## config.mk

```make
export PLATFORM = sky130hd
export DESIGN_NAME = combi_fetch
export DESIGN_NICKNAME = d
export VERILOG_FILES = /design/src/rtl/combi_pkg.sv /design/src/rtl/combi_ifid_buf.sv /design/src/rtl/combi_fetch.sv
export SDC_FILE = /design/constraint.sdc
export NUM_CORES = 1
export LEC_CHECK = 0
export BUFFER_PORTS_ARGS = -buffer_cell sky130_fd_sc_hd__buf_2
export CORE_MARGIN = 5
export CORE_UTILIZATION = 50
export DETAILED_ROUTE_END_ITERATION = 10
export PLACE_DENSITY = 0.76
export SLEW_MARGIN = 0
export SYNTH_ARGS = -nofsm -noshare
export SYNTH_HDL_FRONTEND = slang
export SYNTH_HIERARCHICAL = 1
export SYNTH_SLANG_ARGS = --single-unit
```

## constraint.sdc

```tcl
create_clock -name clk -period 5.56 [get_ports clk]
set_input_delay 0.834 -clock clk [delete_from_list [all_inputs] [get_ports clk]]
set_output_delay 0.834 -clock clk [all_outputs]
set_load 0.005 [all_outputs]
```

## src/rtl/combi_pkg.sv

```systemverilog
// Shared types and constants for the combined ARM/RISC-V fetch stage and IF/ID register.
package combi_pkg;

  typedef enum logic [1:0] {
    IDLE = 2'd0,
    WAIT = 2'd1,
    DROP = 2'd2
  } fetch_state_t;

  localparam logic [31:0] NOP = 32'h0000_0013;

  typedef struct packed {
    logic [31:0] instr;
    logic [31:0] pc;
    logic [31:0] pcplus4;
    logic        valid;
  } ifid_t;

  function automatic ifid_t mk_entry(input logic [31:0] instr, input logic [31:0] pc);
    mk_entry = '{instr: instr, pc: pc, pcplus4: pc + 32'd4, valid: 1'b1};
  endfunction

endpackage

```

## src/rtl/combi_ifid_buf.sv

```systemverilog
// One-entry holding buffer that parks a fetched instruction while decode is stalled.
module combi_ifid_buf
  import combi_pkg::*;
(
  input  logic  clk,
  input  logic  reset,
  input  logic  load,
  input  logic  clear,
  input  ifid_t din,
  output ifid_t dout,
  output logic  valid
);

  ifid_t entry;

  // clear wins so a redirect can never resurrect a wrong-path instruction
  always_ff @(posedge clk or posedge reset) begin
    if (reset)      valid <= 1'b0;
    else if (clear) valid <= 1'b0;
    else if (load)  valid <= 1'b1;
  end

  always_ff @(posedge clk) begin
    if (load) entry <= din;
  end

  assign dout = entry;

endmodule

```

## src/rtl/combi_fetch.sv

```systemverilog
// Fetch stage and IF/ID register: owns PCF, talks to instruction memory with one
// request in flight, and feeds the decoder with instrD, armInD and wasNotFlushedD.
module combi_fetch
  import combi_pkg::*;
#(
  parameter logic [31:0] RESET_PC     = 32'h0000_0000,
  parameter logic        ARM_AT_RESET = 1'b0,
  parameter logic [31:0] NOP_INSTR    = NOP
) (
  input  logic        clk,
  input  logic        reset,
  input  logic        StallF,
  input  logic        StallD,
  input  logic        FlushD,
  input  logic        PCSrcE,
  input  logic [31:0] PCTargetE,
  input  logic        armD,
  output logic        imem_req,
  output logic [31:0] imem_addr,
  input  logic        imem_ready,
  input  logic        imem_rvalid,
  input  logic [31:0] imem_rdata,
  output logic [31:0] instrD,
  output logic [31:0] PCD,
  output logic [31:0] PCPlus4D,
  output logic        armInD,
  output logic        wasNotFlushedD
);

  fetch_state_t state;
  logic [31:0]  pcf_p0;
  logic [31:0]  req_pc_p0;
  logic         accept;
  logic         resp_ok;
  logic         d_adv;
  logic         buf_load;
  logic         buf_clear;
  logic         buf_valid;
  ifid_t        buf_entry;
  ifid_t        resp_entry;
  ifid_t        d_next;
  ifid_t        ifid_p1;
  logic         arm_p1;

  // ---- fetch stage (p0): request issue, PC and FSM ----
  assign imem_req  = !reset && (state == IDLE) && !StallF && !buf_valid;
  assign imem_addr = pcf_p0;
  assign accept    = imem_req && imem_ready;

  // A response arriving together with a redirect belongs to the wrong path.
  assign resp_ok    = (state == WAIT) && imem_rvalid && !PCSrcE;
  assign resp_entry = mk_entry(imem_rdata, req_pc_p0);
  assign d_adv      = !StallD && !FlushD;
  assign buf_load   = resp_ok && !d_adv;
  assign buf_clear  = PCSrcE || (buf_valid && d_adv);

  always_ff @(posedge clk or posedge reset) begin
    if (reset) begin
      state  <= IDLE;
      pcf_p0 <= RESET_PC;
    end else begin
      if (PCSrcE)      pcf_p0 <= PCTargetE;
      else if (accept) pcf_p0 <= pcf_p0 + 32'd4;

      case (state)
        IDLE:    if (accept) state <= PCSrcE ? DROP : WAIT;
        WAIT: begin
          if (imem_rvalid) state <= IDLE;
          else if (PCSrcE) state <= DROP;
        end
        DROP:    if (imem_rvalid) state <= IDLE;
        default: state <= IDLE;
      endcase
    end
  end

  always_ff @(posedge clk) begin
    if (accept) req_pc_p0 <= pcf_p0;
  end

  combi_ifid_buf u_buf (
    .clk   (clk),
    .reset (reset),
    .load  (buf_load),
    .clear (buf_clear),
    .din   (resp_entry),
    .dout  (buf_entry),
    .valid (buf_valid)
  );

  // Bubbles keep the previous PCs so PCD stays meaningful across stalls/flushes.
  always_comb begin
    d_next = '{instr: NOP_INSTR, pc: ifid_p1.pc, pcplus4: ifid_p1.pcplus4, valid: 1'b0};
    if (buf_valid && !PCSrcE) d_next = buf_entry;
    else if (resp_ok)         d_next = resp_entry;
  end

  // ---- IF/ID register (p1) and mode register ----
  always_ff @(posedge clk or posedge reset) begin
    if (reset) begin
      ifid_p1 <= '{instr: NOP_INSTR, pc: 32'd0, pcplus4: 32'd4, valid: 1'b0};
      arm_p1  <= ARM_AT_RESET;
    end else begin
      if (FlushD) begin
        ifid_p1.instr <= NOP_INSTR;
        ifid_p1.valid <= 1'b0;
      end else if (!StallD) begin
        ifid_p1 <= d_next;
      end
      // only a real instruction leaving D may change the mode
      if (ifid_p1.valid && !StallD && !FlushD) arm_p1 <= armD;
    end
  end

  assign instrD         = ifid_p1.instr;
  assign PCD            = ifid_p1.pc;
  assign PCPlus4D       = ifid_p1.pcplus4;
  assign wasNotFlushedD = ifid_p1.valid;
  assign armInD         = arm_p1;

endmodule

```

[Word level (Yosys, flattened, before mapping)]
Cells that the tools add are included.
Word-level totals
  logic and storage cells: 63
  register bits: 261
  output and inout bits: 131
  input port bits: 73
Cells by class
  add/sub/neg operators: 2
  mux-type cells: 15
  eq/ne operators: 6
  reductions and logical operators: 26
  bitwise logic cells: 2
Operators with widths (number)
  2-to-1 mux 97 bit: 3
  2-to-1 mux 32 bit: 3
  adder 32 x 3 -> 32 bit (second input constant): 2
  logical AND 1 bit: 12
  2-to-1 mux 2 bit: 5
  logical NOT 1 bit: 7
  case mux 2 bit (3 select lines): 1
  AND reduction 3 bit: 2
  nonzero test 2 bit: 3
  != test 2 bit (second input constant): 2
  2-to-1 mux 1 bit: 3
  != test 3 bit (second input constant): 1
  equality test 2 x 1 -> 1 bit (second input constant): 1
  equality test 2 bit (second input constant): 1
  logical NOT 2 bit: 1
  != test 2 x 1 -> 1 bit (second input constant): 1
  inverter 1 bit: 2
  logical OR 1 bit: 1

[Depth between registers and ports, before layout]
Gate-level depths: netlist of the first run.
  word-level depth: 7
  gate-level depth with buffers: 9
  gate-level depth less buffers: 6

[Hierarchy]
Netlist of the first run, hierarchy kept.
Modules (own cells, without submodules)
  combi_fetch: times used 1, cells each 772, area an instance 7847.5 um2
  combi_ifid_buf: times used 1, cells each 100, area an instance 2951.6 um2

[Least setup slack after synthesis of the first run]
No wires, ideal clock.
  path kind: input to register
  start point: input imem_rvalid
  end point: register, netlist name u_buf/dout[0]
  data arrival time: 5307 ps
  stages on the path: 3
  slack: -302 ps
  path through: nand2_1 -> or3_1 -> nor2_1
RTL lines
  from (decl): RTL line combi_fetch.sv:21  | input logic imem_rvalid,

[Final worst setup path of the first run]
  start point: register u_buf.valid
  end point: register pcf_p0[25], in the netlist imem_addr[25]
Between the ends
  longest elaborated chain between the ends: 4
Ends and longest elaborated chain
  from (decl): RTL line combi_ifid_buf.sv:11  | output logic valid
  from (signal assigned): RTL line combi_ifid_buf.sv:18  | if (reset) valid <= 1'b0;
  from (signal assigned): RTL line combi_ifid_buf.sv:19  | else if (clear) valid <= 1'b0;
  from (signal assigned): RTL line combi_ifid_buf.sv:20  | else if (load) valid <= 1'b1;
  logical NOT 1 bit: RTL line combi_fetch.sv:46  | assign imem_req = !reset && (state == IDLE) && !StallF && !buf_valid;
  logical AND 1 bit: RTL line combi_fetch.sv:46
  logical AND 1 bit: RTL line combi_fetch.sv:48  | assign accept = imem_req && imem_ready;
  nonzero test 2 bit (no line)
  to (signal assigned): RTL line combi_fetch.sv:62  | if (PCSrcE) pcf_p0 <= PCTargetE;
  to (signal assigned): RTL line combi_fetch.sv:63  | else if (accept) pcf_p0 <= pcf_p0 + 32'd4;
  to (decl): RTL line combi_fetch.sv:31  | logic [31:0] pcf_p0;
No other way between the ends.
A chain may end at the register's enable or synchronous reset.

==> key figures, run 1 <==
Die
  – Die height: around 160 µm
  – Full die area: between 20,000 and 25,000 µm²
  – Horiz. Die Dim: around 160 µm
  – Initial Utilization: a little over 50%
  – FP Rows: 53
  – Io pins: slightly above 200
  – Core area: 21,150 µm²

Routing
  – Total Wirelength: 26,210 µm
  – Via Count: slightly below 8,000
  – Met3 routed WL: around 2200 µm
  – Routed vias/inst: approximately 5.8
  – Met1 WL: around 11,000 µm
  – DR WL met2: 11,770 µm
  – DRT Pass-1 Iters: 5
  – WL/cell: slightly below 20 µm
  – Top Layer Used: met5
  – ANT nets after route: 0
  – Drt first-iter violations: 657
  – DRC violations left: 0

Power and ir drop
  – Pint: 3.557 mW
  – Clock share of power: a little over two fifths
  – Pleak: roughly 5.5 nW
  – Sequential share of power: ~50%
  – Comb pwr share: 8.4%
  – NetSw: roughly 1.0 mW
  – Max VDD drop: roughly 0.00022 V
  – Sw frac: approximately 23%
  – Power, Total: 4.601 mW
  – P per Cell Area: ~350 nW/µm²

Setup path
  – Max FO, Critical Path: 51
  – Startpoint type of the worst setup path: flop
  – Crit-path max cell delay: 620 ps
  – R2R depth: 6
  – Kind of critical path: flop to flop
  – Worst R2R End: imem_addr[25]$_DFFE_PP0P_
  – Worst endpoint required time: 6010 ps
  – Critical-path cell list: or4_4 > or2_4 > clkinv_2 > nand3_1 > or3_1 > a31oi_1
  – Crit path DAT: about 3200 ps
  – Crit end category: flop
  – Worst reg-to-reg setup slack: between 2000 and 3000 ps
  – Critical-path top delay cell: or4_4
  – R2r startpoint: u_buf/valid$_DFFE_PP0P_

Timing
  – Worst Slack Setup Final: roughly 2800 ps
  – Final Hold Viols: 0
  – Hold slack: around 180 ps
  – Fmax: around 360 MHz
  – Setup Skew: between 10 and 15 ps
  – Max Slew Vio Count: 0
  – Final period util: 49.67%
  – Setup TNS: 0 ps
  – Relative max-transition margin: 38.20%
  – Final setup vio count: 0
  – Period minus WS final: between 2000 and 3000 ps
  – RSZ-0062 raised after global routing: false
  – Slew at the pin with the worst max-slew slack: a little over 900 ps

Synthesis
  – Post-Synthesis Cell Area: 10,800 µm²
  – Ys Warns: 6
  – Main synth FF type: edfxtp_1
  – Post-synthesis sequential area ratio: between 60% and 70%
  – Synth Register Bits: ~260
  – Post-synth EDFFs: between 100 and 150
  – Mapped Nets: around 950
  – Asr flop ratio synth: between 50% and 60%
  – Post-Synthesis Mean Instance Area: 12.38 µm²
  – Synth unique cells: between 40 and 50
  – Syn Inst Count: 872

Final layout
  – Multi-input combinational cell area: ~3300 µm²
  – Nets: 1,134
  – P&R area growth vs syn: 20.75%
  – Most common cell after layout, fill and taps aside: buf_2
  – Proportion of layout cells with a drive suffix above 1: 25.72%
  – FILL cells: 1,624
  – Most frequent cells in the layout: 203 x buf_2, 129 x dfrtp_1, 129 x edfxtp_1, 116 x nor2_1, 73 x a221oi_1
  – Register area: 7207 µm²
  – ANT cells: 0

Place
  – RD Place Congestion: between 0.8 and 0.9
  – Pre-CTS WS: approximately 2300 ps
  – Buffers added on ports: 203
  – Post-DP HPWL: roughly 18,000 µm

GRT
  – Global-route wire length before repair: about 42,000 µm
  – Vias in the first global route: between 7,000 and 8,000
  – GRT Total Usage: a little over a fifth
  – Initial antenna violation count: 1
  – Largest net degree at the start of global routing: roughly 80
  – GR Overflow Total: 0

Clocking
  – Setup repair bufs after CTS: 0
  – PostCTS Resize Cnt: 0
  – Num Clock Sinks: about 260
  – Clock Tree Buf Depth: 3
  – Worst-Skew Late Latency: 530 ps
  – CTS clk-pin slew, worst paths: 60 ps
  – Total CTS buffers: 28
  – Htree depth: 1
  – TritonCTS clock tree: built
  – CTS Root Cell: clkbuf_16
  – Hold-fix buffers, CTS: 0

Flow run
  – Max cap viols: 0

Status
  – Outcome: finished clean

Worst hold path
  – Hold crit path type: input pin to asynchronous set/reset pin
cells in the mapped netlist (9+ instances only):
cell | number | share of area [%]
dfrtp_1 | 129 | 30
edfxtp_1 | 129 | 36
nor2_1 | 119 | 4.1
a221oi_1 | 73 | 5.9
clkbuf_1 | 48 | 1.7
nand2_1 | 47 | 1.6
nor3_1 | 39 | 1.8
o21ai_0 | 32 | 1.5
nor2b_1 | 30 | 1.7
nand3_1 | 29 | 1.3
xor2_1 | 29 | 2.4
nand4_1 | 25 | 1.4
xnor2_1 | 25 | 2.0
and3_1 | 12 | 0.70
inv_1 | 12 | 0.42
a21oi_1 | 10 | 0.46
and2_1 | 9 | 0.52
logic make-up (layout without fill, tap and decap cells):
logic type	Yosys count	count (layout)	synth area share, %
AO/OA/AOI/OAI	143	143	10.02
adder cells (fa/ha/maj)	2	2	0.2317
flip-flops	262	262	66.74
other	1	1	0.03473
buffers and inverters	69	278	2.630
AND/OR/NAND/NOR	333	333	15.18
XOR/XNOR	54	54	4.380
multiplexers	8	8	0.7878
layout make-up:
type | instances | area share (%)
Sequential cell | 262 | 55.27
Inverter | 13 | 0.4222
Clock inverter | 11 | 1.055
Clock buffer | 41 | 6.611
Timing Repair Buffer | 213 | 8.367
Multi-Input combinational cell | 541 | 25.64
Tap cell | 275 | 2.639
metrics by stage:
step	cells	utilization [%]	cell area (µm²)
after floorplan	872	-	10800
after global placement	1304	56.92	12040
after detailed placement	1304	56.92	12040
after CTS	1356	61.64	13040
after global routing	1356	61.64	13040
final	1356	61.64	13040
worst max-delay path by stage:
stage	start	endpoint	slack, ps	depth (start not counted)
final	u_buf/valid$_DFFE_PP0P_	imem_addr[25]$_DFFE_PP0P_	2800	6
after global placement	StallD	u_buf/dout[65]$_DFFE_PP_	2360	4
after detailed placement	imem_rvalid	PCPlus4D[18]$_DFFE_PP0P_	2340	7
after global routing	u_buf/valid$_DFFE_PP0P_	imem_addr[25]$_DFFE_PP0P_	2620	6
after CTS	u_buf/valid$_DFFE_PP0P_	imem_req	2790	3
after floorplan	reset	PCD[0]$_DFFE_PP0P_	1210	1
registers in the layout (all words and copies together), names as in the netlist:
| register | count |
|---|---|
| u_buf/dout | 97 |
| PCD | 32 |
| PCPlus4D | 32 |
| imem_addr | 32 |
| instrD | 32 |
| req_pc_p0 | 32 |
| state | 2 |
| armInD | 1 |
| u_buf/valid | 1 |
| wasNotFlushedD | 1 |
metal layers:
metal	track usage, %	up-vias
met2	31.21	348
met3	3.382	45
met4	6.198	2
li1	-	3600
met1	32.43	3850
met5	0	-
worst max-delay path: cells and delay by family, from the launching register on:
family	cells	cell delay [ps]
and+or+nand+nor	4	1400
DFF	1	540
buffers and inverters	1	540
AOI/OAI and AO/OA	1	160
power groups by stage:
stage / combinational, mW / clock [mW] / sequential (mW)
final: 0.386 / 1.94 / 2.27
after detailed placement: 0.392 / 0 / 2.31
after CTS: 0.394 / 1.98 / 2.27
after global placement: 0.380 / 0 / 2.30
after floorplan: 0.182 / 0 / 2.29
after global routing: 0.436 / 2.06 / 2.29
Note: power is estimated with default switching activity, not from simulation.
==> inputs of run 2 (changes only) <==
--- a/config.mk
+++ b/config.mk
@@ -5,11 +5,12 @@
 export SDC_FILE = /design/constraint.sdc
 export NUM_CORES = 1
 export LEC_CHECK = 0
+export ABC_AREA = 1
 export BUFFER_PORTS_ARGS = -buffer_cell sky130_fd_sc_hd__buf_2
 export CORE_MARGIN = 5
-export CORE_UTILIZATION = 50
+export CORE_UTILIZATION = 55
 export DETAILED_ROUTE_END_ITERATION = 10
-export PLACE_DENSITY = 0.76
+export PLACE_DENSITY = 0.79
 export SLEW_MARGIN = 0
 export SYNTH_ARGS = -nofsm -noshare
 export SYNTH_HDL_FRONTEND = slang
==> constraint.sdc (replaced) <==
create_clock -name clk -period 2.7 [get_ports clk]
set_input_delay 0.405 -clock clk [delete_from_list [all_inputs] [get_ports clk]]
set_output_delay 0.405 -clock clk [all_outputs]
set_load 0.005 [all_outputs]
==> run 2 against run 1 <==
Global-route usage up 2.6 points. Die area down 2.7%. Final cell count up 21%. Critical path depth unchanged. Synthesized cell count up 31%. Final area up 5.5%. Register-to-register slack worse by 2000 ps. Sequential cell count unchanged. Power up 100%. Clock skew up 1.6 ps. Sequential power up 110%. Critical endpoint is now imem_req. Largest cell class unchanged. Largest power group unchanged. Highest routed layer is now met4.
==> key figures, run 2 <==
Status
  – Outcome: finished clean

Final layout
  – Nets: 1,415 (+25%)
  – Finished Core Util: 66.09% (+4.4 points)
  – Max reg flops: 97 (unchanged)
  – ANT cells: 0 (unchanged)
  – P&R area growth vs syn: 19.26%
  – Most common cell after layout, fill and taps aside: nand2_1
  – Register area: 7207 µm² (unchanged)
  – Multi-input combinational cell area: 3821 µm² (+14%)
  – Fin cells: 1,636 (+21%)
  – FILL cells: 1,663 (+2.4%)
  – Proportion of layout cells with a drive suffix above 1: 21.75% (-4.0 points)
  – Most frequent cells in the layout: 266 x nand2_1, 203 x buf_2, 129 x dfrtp_1, 129 x edfxtp_1, 103 x nor2_1

Synthesis
  – Post-synth EDFFs: 129 (unchanged)
  – Post-Synthesis Cell Area: 11,540 µm² (+6.9%)
  – Post-synth top area share: 33.57% (-2.3 points)
  – Post-synthesis sequential area ratio: 62.45% (-4.3 points)
  – Main synth FF type: edfxtp_1
  – Post-synth top area cell: edfxtp_1
  – Synth Register Bits: 262 (unchanged)
  – Count leader, synth: nand2_1
  – Synth unique cells: 40 (-7.0%)
  – Post-synth top cells: 267 x nand2_1, 129 x dfrtp_1, 129 x edfxtp_1, 104 x nor2_1, 72 x nand3_1
  – Post-Synthesis Mean Instance Area: 10.11 µm² (-18%)
  – Syn Inst Count: 1,141 (+31%)
  – Asr flop ratio synth: 50.76% (unchanged)
  – Ys Warns: 6 (unchanged)
  – Synth area leaders: edfxtp_1 34%, dfrtp_1 28%, nand2_1 8.7%
  – Mapped Nets: 1,216 (+28%)

Setup path
  – CP delay by family, top: buffers and inverters
  – Worst reg-to-reg setup slack: 760 ps (-2040 ps)
  – Kind of critical path: input pin to primary output
  – Worst R2R End: instrD[31]$_DFFE_PP0P_
  – Critical-path cell list: dlygate4sd3_1 > buf_2 > clkinvlp_4 > nand3_1 > nor3_1 > buf_2
  – R2r startpoint: u_buf/valid$_DFFE_PP0P_
  – Cell seen most often among critical-path stages: buf_2
  – Critical path buffers and inverters: 4 (+3)
  – Max FO, Critical Path: 2 (-96%)
  – Crit-path max cell delay: 530 ps (-90 ps)
  – R2R depth: 5 (-1)
  – Crit end category: primary output
  – Crit path DAT: 1620 ps (-1600 ps)
  – Worst endpoint required time: 2300 ps (-3710 ps)
  – Critical-path top delay cell: dlygate4sd3_1
  – Startpoint type of the worst setup path: input pin

Timing
  – Period minus WS final: around 2000 ps
  – Relative max-transition margin: 44.61% (+6.4 points)
  – Final setup vio count: 0 (unchanged)
  – RSZ-0062 raised after global routing: false
  – Final Hold Viols: 0 (unchanged)
  – Setup Skew: 11.88 ps (+1.619 ps)
  – Max Slew Vio Count: 0 (unchanged)
  – Fmax: slightly below 500 MHz
  – Final period util: between 70% and 80%
  – Slew at the pin with the worst max-slew slack: 829.9 ps (-97.12 ps)

GRT
  – GR Overflow Total: 0 (unchanged)
  – Most used routing layer: met2
  – Largest net degree at the start of global routing: 133 (+62%)
  – Global-route wire length before repair: 46,420 µm (+10%)
  – M2 GR Usage: 36.94% (+5.7 points)
  – Met3 usage: 3.505% (+0.12 points)
  – Global routing met1 resource utilization: 34.66% (+2.2 points)
  – Initial antenna violation count: 0 (-1)
  – GRT Total Usage: 23.67% (+2.6 points)
  – Vias in the first global route: 8,823 (+15%)

Die
  – Die height: 154.9 µm (-1.3%)
  – Core area: 20,820 µm² (-1.6%)
  – Io pins: 204 (unchanged)
  – Full die area: 23,980 µm² (-2.7%)
  – FP Rows: 53 (unchanged)
  – Initial Utilization: 55.42% (+4.4 points)
  – Horiz. Die Dim: 154.9 µm (-1.3%)

Routing
  – DRC violations left: 0 (unchanged)
  – WL/cell: 17.29 µm (-11%)
  – Total Wirelength: 28,280 µm (+7.9%)
  – Routed vias/inst: 5.539 (-4.3%)
  – Via Count: 9,062 (+16%)
  – ANT nets after route: 0 (unchanged)
  – Drt first-iter violations: 794 (+21%)
  – DRT Pass-1 Iters: 5 (unchanged)

Power and ir drop
  – Power, Total: 9.242 mW (+100%)
  – Pleak: 5.948 nW (+8.3%)
  – Max VDD drop: 0.0003865 V (+73%)
  – P per Cell Area: 671.6 nW/µm² (+90%)

Worst hold path
  – Min-Delay Path Depth: 1
  – Hold Path Origin: imem_rdata[12]
  – Hold endpoint: u_buf/dout[77]$_DFFE_PP_
  – Hold crit path type: input pin to flop

Flow run
  – Max cap viols: 0 (unchanged)

Place
  – RD Place Congestion: 0.9158 (+4.3%)
  – Placed cells: 1,585 (+22%)
  – Post-DP HPWL: 19,740 µm (+10%)
  – Buffers added on ports: 203 (unchanged)

Clocking
  – Total CTS buffers: 27 (-3.6%)
  – TritonCTS clock tree: built
  – CTS clk-pin slew, worst paths: 60 ps (about the same)
  – Hold-fix buffers, CTS: 1 (+1)
  – Worst-Skew Late Latency: 520 ps (about the same)
  – CTS Root Cell: clkbuf_16
  – Setup repair bufs after CTS: 0 (unchanged)
  – Num Clock Sinks: 262 (unchanged)
  – Htree depth: 1 (unchanged)
  – Clock Tree Buf Depth: 3 (unchanged)
  – PostCTS Resize Cnt: 0 (unchanged)
-- run 2: worst max path at each step --
stage,startpoint,end,slack (ps),cells past startpoint
floorplan,reset,req_pc_p0[0]$_DFFE_PP_,-870,4
global placement,PCSrcE,u_buf/dout[20]$_DFFE_PP_,740,5
detailed placement,PCSrcE,instrD[31]$_DFFE_PP0P_,670,7
CTS,reset,imem_req,620,6
global route,reset,imem_req,590,6
finish,reset,imem_req,670,6
-- run 2: metal layers --
metal / wire (µm) / vias to the layer above
met1: 12160 / 4328
met3: 2090 / 53
li1: - / 4299
met5: 0 / -
met4: 882 / 0
met2: 13150 / 382
-- run 2: area by class of cell --
cell class / instances / area share (%)
well taps: 275 / 2.500
repair buffers: 220 / 8.964
flip-flops and latches: 262 / 52.37
clock inverters: 17 / 1.246
clock buffers: 33 / 5.073
multi-input cells: 756 / 27.77
inverters: 73 / 2.082
-- run 2: stage by stage --
stage	hold WS, ps	TNS [ps]	setup slack (ps)	area, µm²
2_1_floorplan	133.7	-46520	-871.2	11580
3_3_place_gp	272.0	0	740.3	12880
3_5_place_dp	277.0	0	668.0	12880
4_1_cts	57.05	0	615.2	13760
5_1_grt	54.35	0	590.0	13760
6_report	70.61	0	672.7	13760
-- run 2: where the power goes --
group / total [mW] / internal [mW] / switching (mW)
registers: 4.71 / 4.47 / 0.240
clock network: 3.63 / 2.13 / 1.50
logic: 0.899 / 0.378 / 0.522
total: 9.24 / 6.98 / 2.26
-- run 2: kinds of logic (layout without fill, tap and decap cells) --
logic type,Yosys count,in the layout,synth area share (%)
and+or+nand+nor,492,492,18.41
DFF,262,262,62.45
AOI/OAI and AO/OA,232,232,11.88
buffers and inverters,123,343,4.673
xor gates and xnor gates,29,29,2.331
adders and majority gates,2,2,0.2168
other,1,1,0.03250
==> inputs of run 3 (changes only) <==
--- a/config.mk
+++ b/config.mk
@@ -8,9 +8,9 @@
 export ABC_AREA = 1
 export BUFFER_PORTS_ARGS = -buffer_cell sky130_fd_sc_hd__buf_2
 export CORE_MARGIN = 5
-export CORE_UTILIZATION = 55
+export CORE_UTILIZATION = 51
 export DETAILED_ROUTE_END_ITERATION = 10
-export PLACE_DENSITY = 0.79
+export PLACE_DENSITY = 0.77
 export SLEW_MARGIN = 0
 export SYNTH_ARGS = -nofsm -noshare
 export SYNTH_HDL_FRONTEND = slang
==> constraint.sdc (replaced) <==
create_clock -name clk -period 1.8 [get_ports clk]
set_input_delay 0.27 -clock clk [delete_from_list [all_inputs] [get_ports clk]]
set_output_delay 0.27 -clock clk [all_outputs]
set_load 0.005 [all_outputs]
==> run 3 against run 2 <==
Clock skew up 1.9 ps. Final area rose by 5.0%. Worst hold slack lost 39 ps. Via count increased by 3.3%. Non-clock buffer count rose by 64. Clock power rose by 52%. Global-route usage decreased by 0.41 points. Critical path depth is the same. Critical path type unchanged. Largest cell class unchanged. Highest routed layer unchanged.
==> key figures, run 3 (same netlist as run 2, synthesis figures left out) <==
Setup path
  – Max FO, Critical Path: 2 (unchanged)
  – Kind of critical path: input pin to primary output
  – Worst reg-to-reg setup slack: 100 ps (-660 ps)
  – Worst endpoint required time: 1530 ps (-770 ps)
  – Worst R2R End: imem_addr[28]$_DFFE_PP0P_
  – Crit end category: primary output
  – Critical path capture point: imem_req
  – Startpoint type of the worst setup path: input pin
  – R2r startpoint: imem_addr[15]$_DFFE_PP0P_
  – Crit path DAT: 1480 ps (-140 ps)
  – R2R depth: 9 (+4)
  – CP startpoint: reset

GRT
  – Global routing met1 resource utilization: 33.45% (-1.2 points)
  – GRT Total Usage: 23.25% (-0.41 points)
  – Met3 usage: 4.131% (+0.63 points)
  – Largest net degree at the start of global routing: 133 (unchanged)
  – Vias in the first global route: 9,147 (+3.7%)
  – GR Overflow Total: 0 (unchanged)
  – Global-route wire length before repair: 49,090 µm (+5.8%)
  – M2 GR Usage: 35.55% (-1.4 points)
  – Initial antenna violation count: 1 (+1)
  – Most used routing layer: met2

Clocking
  – Total CTS buffers: 27 (unchanged)
  – Htree depth: 1 (unchanged)
  – CTS Root Cell: clkbuf_16
  – CTS clk-pin slew, worst paths: 60 ps (about the same)
  – Num Clock Sinks: 262 (unchanged)
  – Clock Tree Buf Depth: 3 (unchanged)
  – TritonCTS clock tree: built
  – Worst-Skew Late Latency: 520 ps (about the same)

Routing
  – ANT nets after route: 0 (unchanged)
  – Drt first-iter violations: 779 (-1.9%)
  – DRC violations left: 0 (unchanged)
  – DRT Pass-1 Iters: 6 (+1)
  – Total Wirelength: 30,390 µm (+7.4%)
  – WL/cell: 17.78 µm (+2.8%)
  – Via Count: 9,362 (+3.3%)
  – Routed vias/inst: 5.478 (-1.1%)

Final layout
  – Most common cell after layout, fill and taps aside: nand2_1
  – Most frequent cells in the layout: 266 x nand2_1, 203 x buf_2, 129 x edfxtp_1, 126 x dfrtp_1, 101 x nor2_1
  – FILL cells: 1,762 (+6.0%)
  – Nets: 1,479 (+4.5%)
  – Register area: 7211 µm² (about the same)
  – Finished Core Util: 64.42% (-1.7 points)
  – Multi-input combinational cell area: 3872 µm² (+1.3%)
  – P&R area growth vs syn: 25.23%
  – Proportion of layout cells with a drive suffix above 1: 22.91% (+1.2 points)
  – Max reg flops: 97 (unchanged)

Power and ir drop
  – Max VDD drop: 0.0005305 V (+37%)
  – P per Cell Area: 975.5 nW/µm² (+45%)
  – Pleak: 6.240 nW (+4.9%)

Status
  – Outcome: finished clean

Timing
  – Slew at the pin with the worst max-slew slack: 766.0 ps (-63.90 ps)
  – Relative max-transition margin: 48.94% (+4.3 points)
  – Hold slack: 31.73 ps (-38.88 ps)
  – Max Slew Vio Count: 0 (unchanged)
  – Period minus WS final: about 1800 ps
  – RSZ-0062 raised after global routing: true
  – Final Hold Viols: 0 (unchanged)
  – Final setup vio count: 0 (unchanged)
  – Setup Skew: 13.75 ps (+1.867 ps)
  – Fmax: ~570 MHz
  – Final period util: a little over nine tenths

Place
  – Buffers added on ports: 203 (unchanged)
  – RD Place Congestion: 0.9111 (-0.51%)
  – Post-DP HPWL: 20,600 µm (+4.4%)

Die
  – Die height: 160.4 µm (+3.6%)
  – Full die area: 25,740 µm² (+7.3%)
  – Horiz. Die Dim: 160.4 µm (+3.6%)
  – Io pins: 204 (unchanged)
  – Initial Utilization: 51.44% (-4.0 points)
  – FP Rows: 55 (+3.8%)
  – Core area: 22,430 µm² (+7.7%)

Worst hold path
  – Hold Path Origin: PCTargetE[5]
  – Hold crit path type: input pin to flop

Flow run
  – Max cap viols: 0 (unchanged)
## run 3: cell types whose count changed in the layout (fill, tap and decap cells not counted), sizes merged
cell | previous run | this run
dlygate4sd3 | 1 | 47
buf | 219 | 237
clkinvlp | 3 | 1
inv | 73 | 71
clkbuf | 33 | 35
diode | 0 | 1
## run 3: how the worst min path moves through the flow
| stage | to | slack, ps | cells after the start |
|---|---|---|---|
| after floorplan | u_buf/valid$_DFFE_PP0P_ | -1 | 1 |
| after global placement | u_buf/valid$_DFFE_PP0P_ | 140 | 2 |
| after detailed placement | u_buf/valid$_DFFE_PP0P_ | 140 | 2 |
| after CTS | imem_addr[5]$_DFFE_PP0P_ | 7 | 3 |
| after global routing | imem_addr[5]$_DFFE_PP0P_ | 40 | 3 |
| final | imem_addr[5]$_DFFE_PP0P_ | 30 | 3 |
## run 3: layer usage
layer / vias to the layer above / wire [µm] / share of wire, %
met2: 413 / 13840 / 46
met3: 84 / 2279 / 7.5
met4: 0 / 1248 / 4.1
met5: - / 0 / 0
li1: 4440 / - / -
met1: 4425 / 13020 / 43
## run 3: report_power, final
group / total (mW) / internal (mW) / switching, mW
Sequential: 7.06 / 6.70 / 0.352
Combinational: 1.53 / 0.675 / 0.859
Clock: 5.51 / 3.32 / 2.18
## run 3: what timing repair did
action                                 4_1_cts  5_1_grt
setup endpoints to repair                    0       16
hold buffers                                47        0
endpoints found under the hold margin       47        0
buffers inserted                             0        1
resized for setup                            0       12
## run 3: through the flow
stage / cell area (µm²) / setup WS [ps] / setup TNS, ps / instances / total power [mW]
3_3_place_gp: 13040 / 160.3 / 0 / 1612 / 8.561
4_1_cts: 14400 / 28.84 / 0 / 1707 / 14.19
6_report: 14450 / 48.95 / 0 / 1709 / 14.10
2_1_floorplan: 11590 / -1636 / -181250 / 1141 / 7.835
5_1_grt: 14450 / -21.44 / -43.49 / 1709 / 14.67
3_5_place_dp: 13040 / 63.97 / 0 / 1612 / 8.606
## run 3: final cells by class
| type | count | area share, % |
|---|---|---|
| Multi-Input combinational cell | 756 | 26.80 |
| Clock buffer | 35 | 5.160 |
| Inverter | 73 | 1.983 |
| Antenna cell | 1 | 0.01732 |
| Tap cell | 285 | 2.468 |
| Clock inverter | 13 | 0.9351 |
| Timing Repair Buffer | 284 | 12.74 |
| Sequential cell | 262 | 49.90 |
## run 3: critical path, stage by stage
cell and delay, ps:
dlygate4sd3_1 580, buf_2 160, clkinvlp_4 80, nand3_1 90, nor3_1 150, buf_2 160
